==> src/rtl/transport_rx.sv <==
// Receive-side decoder for the switch-code transport bus: qualifies stable codes, flags malformed values.
// Optional `define TRANSPORT_RX_ERR_CNT_EN adds a saturating err_cnt output.
module transport_rx #(
  parameter int STABLE_CYCLES = 4,
  parameter int CNT_W         = 8
) (
  input  logic             clk,
  input  logic             rst,
  input  logic [7:0]       data,
  input  logic             clr,
  output logic [3:0]       code,
  output logic [7:0]       onehot,
  output logic             valid,
  output logic             locked,
  output logic             err,
  output logic [CNT_W-1:0] chg_cnt
`ifdef TRANSPORT_RX_ERR_CNT_EN
  ,
  output logic [CNT_W-1:0] err_cnt
`endif
);

  typedef enum logic [1:0] {S_IDLE, S_QUAL, S_LOCK} state_t;

  state_t           r_state, w_state_next;
  logic [7:0]       r_data_q;
  logic [3:0]       r_cand, w_cand_next;
  logic [7:0]       r_cnt, w_cnt_next;
  logic [3:0]       r_code, w_code_next;
  logic [7:0]       r_onehot, w_onehot_next;
  logic             r_valid, w_valid_next;
  logic             r_locked, w_locked_next;
  logic             r_err, w_err_next;
  logic [CNT_W-1:0] r_chg_cnt;
  logic             w_accept;

  logic w_zero, w_good, w_bad, w_same, w_last;
  logic [7:0] w_cand_onehot;

  assign w_zero        = (r_data_q == 8'h00);
  assign w_good        = (r_data_q[7:4] == 4'd0) && (r_data_q[3:0] >= 4'd1) && (r_data_q[3:0] <= 4'd8);
  assign w_bad         = !w_zero && !w_good;
  assign w_same        = (r_data_q[3:0] == r_cand);
  assign w_last        = (r_cnt == 8'(STABLE_CYCLES - 1));
  assign w_cand_onehot = 8'd1 << (r_cand - 4'd1);

  always_comb begin
    w_state_next  = r_state;
    w_cand_next   = r_cand;
    w_cnt_next    = r_cnt;
    w_code_next   = r_code;
    w_onehot_next = r_onehot;
    w_valid_next  = 1'b0;
    w_locked_next = r_locked;
    w_err_next    = 1'b0;
    w_accept      = 1'b0;
    case (r_state)
      S_IDLE: begin
        if (w_good) begin
          w_cand_next  = r_data_q[3:0];
          w_cnt_next   = 8'd1;
          w_state_next = S_QUAL;
        end else if (w_bad) begin
          w_err_next = 1'b1;
        end
      end
      S_QUAL: begin
        if (w_good && w_same && w_last) begin
          w_accept      = 1'b1;
          w_valid_next  = 1'b1;
          w_locked_next = 1'b1;
          w_code_next   = r_cand;
          w_onehot_next = w_cand_onehot;
          w_state_next  = S_LOCK;
        end else if (w_good && w_same) begin
          w_cnt_next = r_cnt + 8'd1;
        end else if (w_good) begin
          w_cand_next = r_data_q[3:0];
          w_cnt_next  = 8'd1;
        end else begin
          w_err_next   = w_bad;
          w_state_next = S_IDLE;
        end
      end
      S_LOCK: begin
        if (w_good && !w_same) begin
          w_cand_next   = r_data_q[3:0];
          w_cnt_next    = 8'd1;
          w_locked_next = 1'b0;
          w_state_next  = S_QUAL;
        end else if (!w_good) begin
          w_locked_next = 1'b0;
          w_err_next    = w_bad;
          w_state_next  = S_IDLE;
        end
      end
      default: w_state_next = S_IDLE;
    endcase
  end

  always_ff @(posedge clk or negedge rst) begin
    if (!rst) begin
      r_state   <= S_IDLE;
      r_data_q  <= 8'h00;
      r_cand    <= 4'd0;
      r_cnt     <= 8'd0;
      r_code    <= 4'd0;
      r_onehot  <= 8'h00;
      r_valid   <= 1'b0;
      r_locked  <= 1'b0;
      r_err     <= 1'b0;
    end else begin
      r_state   <= w_state_next;
      r_data_q  <= data;
      r_cand    <= w_cand_next;
      r_cnt     <= w_cnt_next;
      r_code    <= w_code_next;
      r_onehot  <= w_onehot_next;
      r_valid   <= w_valid_next;
      r_locked  <= w_locked_next;
      r_err     <= w_err_next;
    end
  end

  // Only acceptances that change the held code count; clr overrides an increment.
  always_ff @(posedge clk or negedge rst) begin
    if (!rst) begin
      r_chg_cnt <= '0;
    end else if (clr) begin
      r_chg_cnt <= '0;
    end else if (w_accept && (r_cand != r_code) && (r_chg_cnt != '1)) begin
      r_chg_cnt <= r_chg_cnt + CNT_W'(1);
    end
  end

`ifdef TRANSPORT_RX_ERR_CNT_EN
  logic [CNT_W-1:0] r_err_cnt;

  always_ff @(posedge clk or negedge rst) begin
    if (!rst) begin
      r_err_cnt <= '0;
    end else if (clr) begin
      r_err_cnt <= '0;
    end else if (w_err_next && (r_err_cnt != '1)) begin
      r_err_cnt <= r_err_cnt + CNT_W'(1);
    end
  end

  assign err_cnt = r_err_cnt;
`endif

  assign code    = r_code;
  assign onehot  = r_onehot;
  assign valid   = r_valid;
  assign locked  = r_locked;
  assign err     = r_err;
  assign chg_cnt = r_chg_cnt;

endmodule

==> config.mk <==
export PLATFORM = sky130hd
export DESIGN_NAME = transport_rx
export DESIGN_NICKNAME = d
export VERILOG_FILES = /design/src/rtl/transport_rx.sv
export SDC_FILE = /design/constraint.sdc
export NUM_CORES = 1
export LEC_CHECK = 0
export BUFFER_PORTS_ARGS = -buffer_cell sky130_fd_sc_hd__clkbuf_2
export CORE_MARGIN = 8
export CORE_UTILIZATION = 35
export DETAILED_ROUTE_END_ITERATION = 6
export PLACE_DENSITY_LB_ADDON = 0.12
export SKIP_LAST_GASP = 1
export SLEW_MARGIN = 25
export SYNTH_ARGS = -nofsm -noshare
export SYNTH_HDL_FRONTEND = slang
export SYNTH_SLANG_ARGS = --single-unit
==> constraint.sdc <==
create_clock -name clk -period 3.02 [get_ports clk]
set_input_delay 0 -clock clk [delete_from_list [all_inputs] [get_ports clk]]
set_output_delay 0 -clock clk [all_outputs]
set_load 0.02 [all_outputs]
## After elaboration in Yosys (flattened, before gate mapping)

Cells that the tools add are included.

| cells by class | value |
|---|---|
| equal/unequal tests | 13 |
| mux-type cells | 31 |
| shift operators | 1 |
| add/subtract/negate cells | 3 |
| bitwise logic cells | 0 |
| multiply operators | 0 |
| magnitude comparators | 2 |
| reduce and logical (&&, ||, !) cells | 22 |
| div/mod/pow operators | 0 |

Operators by type and width:

| kind | count |
|---|---|
| $mux W8 | 6 |
| $pmux W8 S3 | 1 |
| $add A8 B1 Y8 const B | 2 |
| $mux W4 | 4 |
| $pmux W4 S3 | 1 |
| $mux W1 | 11 |
| $mux W2 | 5 |
| $ne A2 B2 Y1 const B | 5 |
| $eq A8 B2 Y1 const B | 1 |
| $logic_and A1 B1 Y1 | 8 |
| $logic_not A8 Y1 | 1 |
| $ne A8 B8 Y1 const B | 1 |
| $shl A1 B4 Y8 const A | 1 |
| $ne A3 B3 Y1 const B | 2 |
| $pmux W2 S3 | 1 |
| $reduce_and A3 Y1 | 2 |
| $eq A4 B4 Y1 | 1 |
| $ge A4 B1 Y1 const B | 1 |
| $le A4 B4 Y1 const B | 1 |
| $logic_not A4 Y1 | 1 |
| $ne A4 B4 Y1 | 1 |
| $reduce_and A2 Y1 | 2 |
| $reduce_and A4 Y1 | 1 |
| $reduce_bool A2 Y1 | 2 |
| 8 further kinds | 10 |

| storage, ports and cells | value |
|---|---|
| input bits | 11 |
| word-level logic and storage cells | 82 |
| ROM bits | 0 |
| latch bits | 0 |
| output and inout port bits | 23 |
| memories | 0 |
| bits in writable memories | 0 |
| register bits | 45 |

## Longest topological paths before layout

| depth | value |
|---|---|
| word-level depth | 11 |
| depth in mapped cells | 9 |
| gate-level depth less buffers | 8 |

## Worst setup path after synthesis

No wires, ideal clock.

| timing path | value |
|---|---|
| path kind | register to register |
| start point | register r_state[1] |
| end point | register r_chg_cnt[4], in the netlist chg_cnt[4] |
| stages on the path, launching flop included | 9 |
| path buffers | 1 |
| setup slack | 0.456 ns |
| required time | 2.942 ns |
| setup time | 0.078 ns |
| period minus slack after synthesis | 2.564 ns |
| arrival | 2.486 ns |
| cell sequence | dfrtp_1 inv_1 ha_1 or4bb_1 or2_0 or3_1 buf_2 or4_1 a21oi_1 |

| between the ends | value |
|---|---|
| cells in the longest elaborated chain, start to end | 5 |

Ends and longest elaborated chain:

| element | RTL line | source |
|---|---|---|
| start: declaration | 25 | `state_t r_state, w_state_next;` |
| start signal: assignment | 113 | `r_state <= w_state_next;` |
| $eq A2 B1 Y1 | 57 | `case (r_state)` |
| $mux W1 | 57 |  |
| $logic_and A1 B1 Y1 (2 in a row) | 131 | `end else if (w_accept && (r_cand != r_code) && (r_chg_cnt != '1)) begin` |
| $reduce_bool A2 Y1 (no source line) | - |  |
| end signal: assignment | 132 | `r_chg_cnt <= r_chg_cnt + CNT_W'(1);` |
| end: declaration | 34 | `logic [CNT_W-1:0] r_chg_cnt;` |

No other way between the ends.
A chain may end at the register's enable or synchronous reset.

## Final worst setup path

Same ends and word-level chain as after synthesis.

==> out/results.txt <==
Status - finished, final reports clean
Bufs on Longest Clock Path - 2
Period utilization - 0.923
Worst-Margin Slew - 0.668 ns
Unrepaired setup endpoints after global routing - no
Syn Nets - 263
Top post-synthesis cells by count - dfrtp_1 (45), nand2_1 (35), o21ai_0 (19)
DP Wirelength - 4020 microns
Total Routing Usage GR - 0.122
Synthesized area per cell - 9.58 sq um
Crit-path max FO - 9
Xor and xnor area share after synthesis - 0.0299
WS Path Type - reg2reg
Fin Clk Skew - 0.00566 ns
Post-synth top area share - 0.480
Die height - 97.9 microns
Synth Area in Adders - 0.0373
Total negative setup slack - 0 ns
Sequential share of power - 0.489
Min cycle time layout - 2.79 ns
Final Hold Viols - 0
Combinational group share of total power - 0.223
Max frequency - 359 MHz
Final #Nets - 309
Mapped Area - 2350 sq um
Rows - 30
LEAKAGE - 1.26 nW
CTS clk-pin slew, worst paths - 0.09 ns
Setup crit start kind - flop
Final wirelength - 5560 microns
Skew-Pair Late Insertion Delay - 0.30 ns
Largest family of logic cells by synthesized area - simple AND/OR/NAND/NOR gates
Post-DR wirelength/cell - 14.9 microns
Starting density of the core - 0.353
Asr flop ratio synth - 1.00
First-pass GRT wire length - 9720 microns
Worst Path Required - 3.25 ns
Synth area leaders - dfrtp_1 (48%), nand2_1 (5.6%), o21ai_0 (4.1%)
Final antenna diode count - 0
Net switching power - 0.000451 W
Most frequent cell after synthesis - dfrtp_1
Switching share of power - 0.321
Int Power - 0.000952 W
Yosys reg bits - 45
Critical path endpoint category - flop
Synth-to-Final Area Change - 19.9%
Largest net degree at the start of global routing - 26
GR Overflow Total - 0
Die ar. - 9580 sq um
H-tree depth - 2
Vias per cell - 5.33
Post-synth EDFFs - 0
Post-synthesis compound-gate area fraction - 0.149
CTS root buffer - clkbuf_8
Routability cong. - 0.811
Relative slew slack - 0.550
Post-Synth Simple-Gate Area - 0.235
Initial antenna violation count - 0
Synth Warn # - 0
TritonCTS clock tree - yes
DRC viols - 0
Die X - 97.9 microns
Vias - 1984
Max Slew Vio Count - 0
Prevailing post-synth register cell - dfrtp_1
Hold slack - 0.0235 ns
Hold crit path type - in2reg
# IOs - 34
Area leader, netlist - dfrtp_1
Pwr/cell area - 498 nW/um^2
Core box area - 6640 sq um
Post-cts resize count - 0
Antenna-violating nets left - 0
IO Port Bufs - 33
DRT Pass-1 Iters - 4
Clock power frac - 0.288
Number of max-cap violations - 0
Seq/Total Area, Yosys - 0.480
Layout cells sized above 1 - 0.202
Vias in the first global route - 2033
Pwr Total - 0.00140 W
VDD IR max - 0.233 mV
Final setup vio count - 0
Cells after Synth - 245
CTS buffer count - 5
Post-synth cell types - 43
WP data arrival - 3.01 ns
Starting DRT DRC Count - 155
Multiplexer share of the synthesized area - 0.0421
CTS sink cnt - 45
## worst paths after layout
path,start,end,slack [ns],cells after the start
max in group asynchronous,rst,r_cnt[6],2.10,3
hold / removal,clr,chg_cnt[2],0.02,2
setup / recovery,r_state[1],chg_cnt[4],0.23,7
hold reg to reg,onehot[3],onehot[3],0.48,2
setup reg to reg,r_state[1],chg_cnt[4],0.23,7
min in group asynchronous,rst,onehot[3],0.20,2
## critical path: stages (launching register included)
cell and delay, ns:
dfrtp_1 0.43, inv_1 0.17, ha_1 0.20, or4bb_1 0.52
or2_0 0.25, or3_1 0.45, or4_1 0.54, a21oi_1 0.15
## registers in the layout, summed over array words and instances, names as in the netlist, 2 cells and up
register / cells
code: 4
onehot: 8
chg_cnt: 8
r_cand: 4
r_state: 2
r_cnt: 8
r_data_q: 8
## final cells by class
type	count	area, sq um
Clock buffer	6	82.6
Clock inverter	2	16.3
Fill cell	670	3830
Inverter	7	26.3
Multi-Input combinational cell	183	1160
Sequential cell	45	1130
Tap cell	80	100
Timing Repair Buffer	49	308
## power groups by stage
stage | Clock, W | Sequential [W] | Combinational, W
detailed placement | 0 | 0.000700 | 0.000304
global placement | 0 | 0.000699 | 0.000304
CTS | 0.000423 | 0.000687 | 0.000316
global route | 0.000443 | 0.000696 | 0.000355
finish | 0.000404 | 0.000686 | 0.000313
floorplan | 0 | 0.000685 | 0.000219
## through the flow
| stage | cell area (sq um) | worst slack [ns] | cells | util |
|---|---|---|---|---|
| finish | 2820 | 0.232 | 372 | 0.424 |
| global route | 2820 | 0.0760 | 372 | 0.424 |
| CTS | 2820 | 0.222 | 372 | 0.424 |
| detailed placement | 2630 | 0.249 | 355 | 0.395 |
| global placement | 2630 | 0.337 | 355 | 0.395 |
| floorplan | 2350 | 0.456 | 245 | - |
## what timing repair did
action | CTS | global route
hold endpoints to repair | 28 | 0
hold buffers | 9 | 0
setup buffers | 0 | 0
## cells by family (layout without fill, tap and decap cells)
kind of cell / count (synthesis) / count (layout)
adders and majority gates: 7 / 7
and+or+nand+nor: 103 / 103
DFF: 45 / 45
buffers and inverters: 17 / 64
xor gates and xnor gates: 8 / 8
muxes: 9 / 9
AOI/OAI and AO/OA: 56 / 56
## layout by cell type (no fill, tap or decap), types with 2 or more instances in the layout
| cell | Yosys | layout |
|---|---|---|
| a21oi_1 | 16 | 16 |
| a32oi_1 | 2 | 2 |
| a41o_1 | 2 | 2 |
| a41oi_1 | 3 | 3 |
| and4_1 | 3 | 3 |
| buf_4 | 0 | 7 |
| clkbuf_2 | 0 | 33 |
| clkbuf_8 | 0 | 6 |
| dfrtp_1 | 45 | 45 |
| dlygate4sd3_1 | 0 | 9 |
| ha_1 | 7 | 7 |
| inv_1 | 7 | 7 |
| mux2_2 | 7 | 7 |
| mux2i_1 | 2 | 2 |
| nand2_1 | 35 | 35 |
| nand3_1 | 13 | 13 |
| nand4_1 | 8 | 8 |
| nor2_1 | 8 | 8 |
| nor2b_1 | 5 | 5 |
| nor3_1 | 5 | 5 |
| nor4_1 | 4 | 4 |
| o21ai_0 | 19 | 19 |
| o31a_1 | 2 | 2 |
| o31ai_1 | 4 | 4 |
| or3_1 | 6 | 6 |
| or4_1 | 7 | 7 |
| xnor2_1 | 8 | 8 |
## routing by layer
layer  wire length (microns)  global-route usage
met1                    2650               0.150
met2                    2610               0.204
met3                     263              0.0334
met4                      38              0.0324
met5                       0                   0
No activity file was read; power rests on OpenSTA's default activity.
